[config.mk]
export PLATFORM = sky130hd
export DESIGN_NAME = adc_sample_sequencer
export DESIGN_NICKNAME = d
export VERILOG_FILES = /design/src/rtl/adc_pkg.sv /design/src/rtl/sync_2ff.sv /design/src/rtl/adc_sample_sequencer.sv
export SDC_FILE = /design/constraint.sdc
export NUM_CORES = 1
export LEC_CHECK = 0
export ABC_AREA = 1
export CAP_MARGIN = 10
export CELL_PAD_IN_SITES_DETAIL_PLACEMENT = 0
export CELL_PAD_IN_SITES_GLOBAL_PLACEMENT = 1
export CORE_UTILIZATION = 47
export CTS_BUF_LIST = sky130_fd_sc_hd__clkbuf_8
export CTS_CLUSTER_SIZE = 10
export DETAILED_ROUTE_END_ITERATION = 16
export DONT_BUFFER_PORTS = 1
export HOLD_SLACK_MARGIN = 0.06
export PLACE_DENSITY_LB_ADDON = 0.1
export RECOVER_POWER = 100
export SYNTH_ARGS = -nofsm -noshare
export SYNTH_HDL_FRONTEND = slang
export SYNTH_SLANG_ARGS = --single-unit
[constraint.sdc]
create_clock -name iClk -period 2 [get_ports iClk]
set_input_delay 0.3 -clock iClk [delete_from_list [all_inputs] [get_ports iClk]]
set_output_delay 0.3 -clock iClk [all_outputs]
set_load 0.03 [all_outputs]
[src/rtl/adc_pkg.sv]
// adc_pkg: shared FSM encoding, error codes and channel count for the ADC sample sequencer
package adc_pkg;

    localparam int adcChannels = 8;

    typedef enum logic [3:0] {
        stIdle     = 4'd0,
        stWaitTick = 4'd1,
        stConvst   = 4'd2,
        stWaitBusy = 4'd3,
        stWaitDone = 4'd4,
        stCapture  = 4'd5,
        stWrite    = 4'd6,
        stWaitPkt  = 4'd7,
        stError    = 4'd8
    } seqState_t;

    typedef enum logic [1:0] {
        errNone    = 2'b00,
        errOverrun = 2'b01,
        errTimeout = 2'b10,
        errFull    = 2'b11
    } errCode_t;

endpackage

[src/rtl/sync_2ff.sv]
// sync_2ff: two-flop synchronizer for a single asynchronous level
module sync_2ff (
    input  logic iClk,
    input  logic iRstN,
    input  logic iD,
    output logic oQ
);

    logic meta;

    // move the asynchronous level through two flops before any logic looks at it
    always_ff @(posedge iClk or negedge iRstN) begin
        if (!iRstN) begin
            meta <= 1'b0;
            oQ   <= 1'b0;
        end else begin
            meta <= iD;
            oQ   <= meta;
        end
    end

endmodule

[src/rtl/adc_sample_sequencer.sv]
// adc_sample_sequencer: paces 8-channel ADC conversions and hands each sample to the packetizer
module adc_sample_sequencer
    import adc_pkg::*;
#(
    parameter int pAdcDataWidth     = 16,
    parameter int pSamplesPerPacket = 15,
    parameter int pConvstWidth      = 4,
    parameter int pConvTimeout      = 1023
) (
    input  logic                                 iClk,
    input  logic                                 iRstN,
    input  logic                                 iEnable,
    input  logic [15:0]                          iSampleDiv,
    output logic                                 oAdcConvst,
    input  logic                                 iAdcBusy,
    input  logic [adcChannels*pAdcDataWidth-1:0] iAdcData,
    output logic                                 oSampleWr,
    output logic [adcChannels*pAdcDataWidth-1:0] oSampleData,
    input  logic                                 iPacketWr,
    input  logic                                 iPacketFull,
    output logic                                 oErr,
    output logic [1:0]                           oErrCode,
    output logic                                 oBusy
);

    localparam int                 toWidth     = $clog2(pConvTimeout + 1);
    localparam logic [toWidth-1:0] convstLast  = toWidth'(pConvstWidth - 1);
    localparam logic [toWidth-1:0] timeoutLast = toWidth'(pConvTimeout - 1);
    localparam logic [4:0]         packetLen   = 5'(pSamplesPerPacket);

    seqState_t          state;
    seqState_t          stateNext;
    errCode_t           errCode;
    errCode_t           errNext;
    logic [15:0]        tickCnt;
    logic               tick;
    logic               busySync;
    logic               armed;
    logic [toWidth-1:0] convCnt;
    logic [3:0]         sampleCnt;
    logic               inConv;
    logic               packetDone;
    logic               timeoutHit;
    logic               overrunHit;
    logic               fullHit;
    logic               sampleClr;

    sync_2ff uBusySync (
        .iClk  (iClk),
        .iRstN (iRstN),
        .iD    (iAdcBusy),
        .oQ    (busySync)
    );

    assign tick       = iEnable && (tickCnt == iSampleDiv);
    assign inConv     = state inside {stConvst, stWaitBusy, stWaitDone};
    assign packetDone = ({1'b0, sampleCnt} + 5'd1) == packetLen;
    assign timeoutHit = inConv && (convCnt == timeoutLast);
    assign overrunHit = tick && !(state inside {stIdle, stWaitTick, stError});
    assign fullHit    = (state == stWrite) && packetDone && iPacketFull;
    assign sampleClr  = ((state == stWaitPkt) && iPacketWr) || ((state == stError) && !iEnable);

    assign oAdcConvst = state == stConvst;
    assign oSampleWr  = state == stWrite;
    assign oErr       = state == stError;
    assign oErrCode   = errCode;
    assign oBusy      = !(state inside {stIdle, stError});

    // sample-period pacing; parked at zero whenever the run request is low
    always_ff @(posedge iClk or negedge iRstN) begin
        if (!iRstN) tickCnt <= '0;
        else        tickCnt <= (!iEnable || tick) ? '0 : tickCnt + 16'd1;
    end

    // sequencing decisions; error sources override the normal flow, timeout first
    always_comb begin
        stateNext = state;
        errNext   = errCode;
        case (state)
            stIdle:     if (armed && iEnable) stateNext = stWaitTick;
            stWaitTick: stateNext = !iEnable ? stIdle : (tick ? stConvst : stWaitTick);
            stConvst:   if (convCnt == convstLast) stateNext = stWaitBusy;
            stWaitBusy: if (busySync) stateNext = stWaitDone;
            stWaitDone: if (!busySync) stateNext = stCapture;
            stCapture:  stateNext = stWrite;
            stWrite:    stateNext = packetDone ? stWaitPkt : stWaitTick;
            stWaitPkt:  if (iPacketWr) stateNext = stWaitTick;
            stError: begin
                if (!iEnable) begin
                    stateNext = stIdle;
                    errNext   = errNone;
                end
            end
            default:    stateNext = stIdle;
        endcase
        if (timeoutHit) begin
            stateNext = stError;
            errNext   = errTimeout;
        end else if (overrunHit) begin
            stateNext = stError;
            errNext   = errOverrun;
        end else if (fullHit) begin
            stateNext = stError;
            errNext   = errFull;
        end
    end

    // state, sticky error code, conversion timer, packet position and captured sample
    always_ff @(posedge iClk or negedge iRstN) begin
        if (!iRstN) begin
            state       <= stIdle;
            errCode     <= errNone;
            armed       <= 1'b0;
            convCnt     <= '0;
            sampleCnt   <= '0;
            oSampleData <= '0;
        end else begin
            state       <= stateNext;
            errCode     <= errNext;
            armed       <= 1'b1;
            convCnt     <= (stateNext == stConvst && state != stConvst) ? '0 :
                           inConv ? convCnt + toWidth'(1) : convCnt;
            sampleCnt   <= sampleClr ? '0 : (state == stWrite) ? sampleCnt + 4'd1 : sampleCnt;
            oSampleData <= (state == stCapture) ? iAdcData : oSampleData;
        end
    end

endmodule
==> metrics.md <==
| Metric | Value |
|---|---|
| Outcome | `complete, but fails checks` |
| Failing checks | `hold timing` |
| CP required | `1.70 ns` |
| DR pass1 iterations | `5` |
| Initial antenna violation count | `0` |
| Vias per inst | `4.961` |
| Fin cells | `1200` |
| Gate Count Post-Synth | `872` |
| Post-synthesis register bit count | `167` |
| Dpl cell area | `0.007357 mm^2` |
| DR DRC count | `0` |
| Synth Cell Area | `0.007243 mm^2` |
| CTS clock-pin slew for the worst setup and hold paths | `0.09 ns` |
| Sequential cell area | `0.004179 mm^2` |
| Core area | `0.01515 mm^2` |
| Largest net degree at the start of global routing | `168` |
| Commonest non-fill, non-tap cells in the layout | `nand2_1 (474), dfrtp_1 (167), dlygate4sd3_1 (130)` |
| Tmin final | `1.860 ns` |
| Post-DP HPWL | `12020 um` |
| Cells after DPL | `1038` |
| Clock sinks | `167` |
| Worst Tran Pin Value | `0.7603 ns` |
| Global route overflow | `0` |
| Area of the multi-input gates | `0.002620 mm^2` |
| Clk buf depth | `2` |
| CTS HTree Levels | `4` |
| CP endpoint kind | `output pin` |
| Worst Hold Class | `input pin to async pin` |
| Antenna diodes | `0` |
| Post-route setup TNS | `0 ns` |
| Setup bufs post-CTS | `0` |
| IO Pins | `284` |
| Worst-Skew Late Latency | `0.46 ns` |
| Post-route clock period utilization | `92.99%` |
| 1st-iter DRT viols | `399` |
| Syn avg cell area | `8.306 um^2` |
| Post-Route Skew | `0.01540 ns` |
| Drt wl/cell | `15.00 um` |
| Fin util | `59.48%` |
| Top cell type's share of synthesized area | `57.70%` |
| Commonest non-fill, non-tap cell in the layout | `nand2_1` |
| Worst VDD drop | `0.4274 mV` |
| Share of cells above drive strength 1 | `6.225%` |
| Area leader, netlist | `dfrtp_1` |
| Max cap viols | `0` |
| Port Buf Inserts | `0` |
| Crit Path Max Fanout | `5` |
| Final Hold Vio Count | `167` |
| Post-route ant nets | `0` |
| Yosys cell types | `33` |
| CTS tree | `built` |
| Register area share after synthesis | `57.70%` |
| Clock tree root buffer cell | `clkbuf_8` |
| Die Ht | `126.1 um` |
| Maximum clock rate | `0.5377 GHz` |
| Die span in x | `126.1 um` |
| Nets | `1154` |
| Hold WS | `-0.4602 ns` |
| Critical Path AT | `1.56 ns` |
| Mapped Nets | `1027` |
| Slew Limit Headroom | `49.31%` |
| Placement Rows | `45` |
| Design Area, Final | `0.009009 mm^2` |
| Yosys warns | `0` |
| Critical path startpoint category | `register` |
| Full die area | `0.01591 mm^2` |
| Leak | `0.004235 uW` |
| CTS Buf Count | `17` |
| Routed via count | `5953` |
| Initial Util | `47.82%` |
| RSZ-0062 raised after global routing | `false` |
| Routed WL | `18000 um` |
| Hold buffers post-CTS | `130` |
| Vias in the first global route | `5970` |
| Final setup fails | `0` |
| Fillers | `1294` |
| First-pass GRT wire length | `29150 um` |
| Slew Limit Fails | `0` |
| Power Density | `819.6 mW/mm^2` |
| WS Path Type | `register to output pin` |
| Top cells by area in the synthesized netlist | `dfrtp_1 (58%), nand2_1 (25%), inv_1 (2.6%)` |
| Area delta synth->final | `24.37%` |
| Tot GR Track Use | `23.30%` |
| Routability congestion estimate | `0.8245` |
## report_power, final
group | internal [uW] | switching [uW] | total, uW
clock | 1010 | 1290 | 2300
sequential | 3640 | 614 | 4250
combinational | 414 | 415 | 828
total | 5070 | 2320 | 7380
## synthesized netlist by cell type, drive strengths merged
cell type	count
xor2	9
nor2	49
nor3b	4
nand2	478
ha	5
o31ai	2
nand4	13
conb	1
dfrtp	167
o21ai	7
nand3b	2
inv	58
and3	1
buf	31
nand3	19
nor3	9
a21oi	6
o22ai	2
xnor2	3
or3	1
o211ai	1
a31oi	4
## layout make-up
type | count | area share (%)
clock buffers | 17 | 2.597
clock inverters | 15 | 1.542
inverters | 58 | 2.472
multi-input cells | 616 | 29.08
flip-flops and latches | 167 | 46.39
well taps | 188 | 2.611
repair buffers | 139 | 15.31
## critical path: stages (launching register included)
cell        delay [ns]
dfrtp_1           0.39
inv_1             0.12
nand2_1           0.13
nor2_4            0.15
nand2_2           0.13
clkinvlp_4        0.20
## metrics by stage
stage	setup WS, ns	total power (uW)	hold WS (ns)
6_report	0.1401	7384	-0.4602
2_1_floorplan	0.1071	4765	0.004409
4_1_cts	0.007504	7464	-0.4983
3_5_place_dp	0.2756	4938	0.008484
5_1_grt	0.009632	7751	-0.5058
3_3_place_gp	0.3276	4917	0.008424
## kinds of logic after synthesis
family	share of synthesized area, %
and+or+nand+nor	32.41
DFF	57.70
buffers and inverters	5.804
AOI/OAI and AO/OA	1.727
xor gates and xnor gates	1.451
adders and majority gates	0.8637
other	0.05177
## layer usage
| metal | part of all wire [%] | up-vias | global-route usage (%) |
|---|---|---|---|
| met5 | 0 | - | 0 |
| met4 | 2.3 | 0 | 9.709 |
| met3 | 8.1 | 38 | 7.647 |
| met2 | 50 | 242 | 40.43 |
| met1 | 40 | 2761 | 26.36 |
| li1 | - | 2912 | - |
## worst paths after layout
kind / start / end / slack [ns] / cells past startpoint
setup / recovery: state[3] / oSampleWr / 0.14 / 5
min in group iClk: iEnable / state[0] / 0.12 / 4
hold / removal: iRstN / oSampleData[36] / -0.46 / 0
max in group asynchronous: iRstN / oSampleData[20] / 2.09 / 0
setup reg to reg: state[3] / oSampleData[41] / 0.20 / 7
hold reg to reg: uBusySync.meta / uBusySync.oQ / 0.37 / 0
## timing repair
| action | 4_1_cts | 5_1_grt |
|---|---|---|
| endpoints found under the hold margin | 300 | 167 |
| endpoints found under the setup margin | 0 | 1 |
| resized for setup | 0 | 2 |
## sequential cells by signal (all words and copies together), names as in the netlist
register and count:
oErrCode 2, uBusySync.oQ 1, sampleCnt 4, state 4, tickCnt 16, convCnt 10
oSampleData 128, armed 1, uBusySync.meta 1
Note: power is estimated with default switching activity, not from simulation.
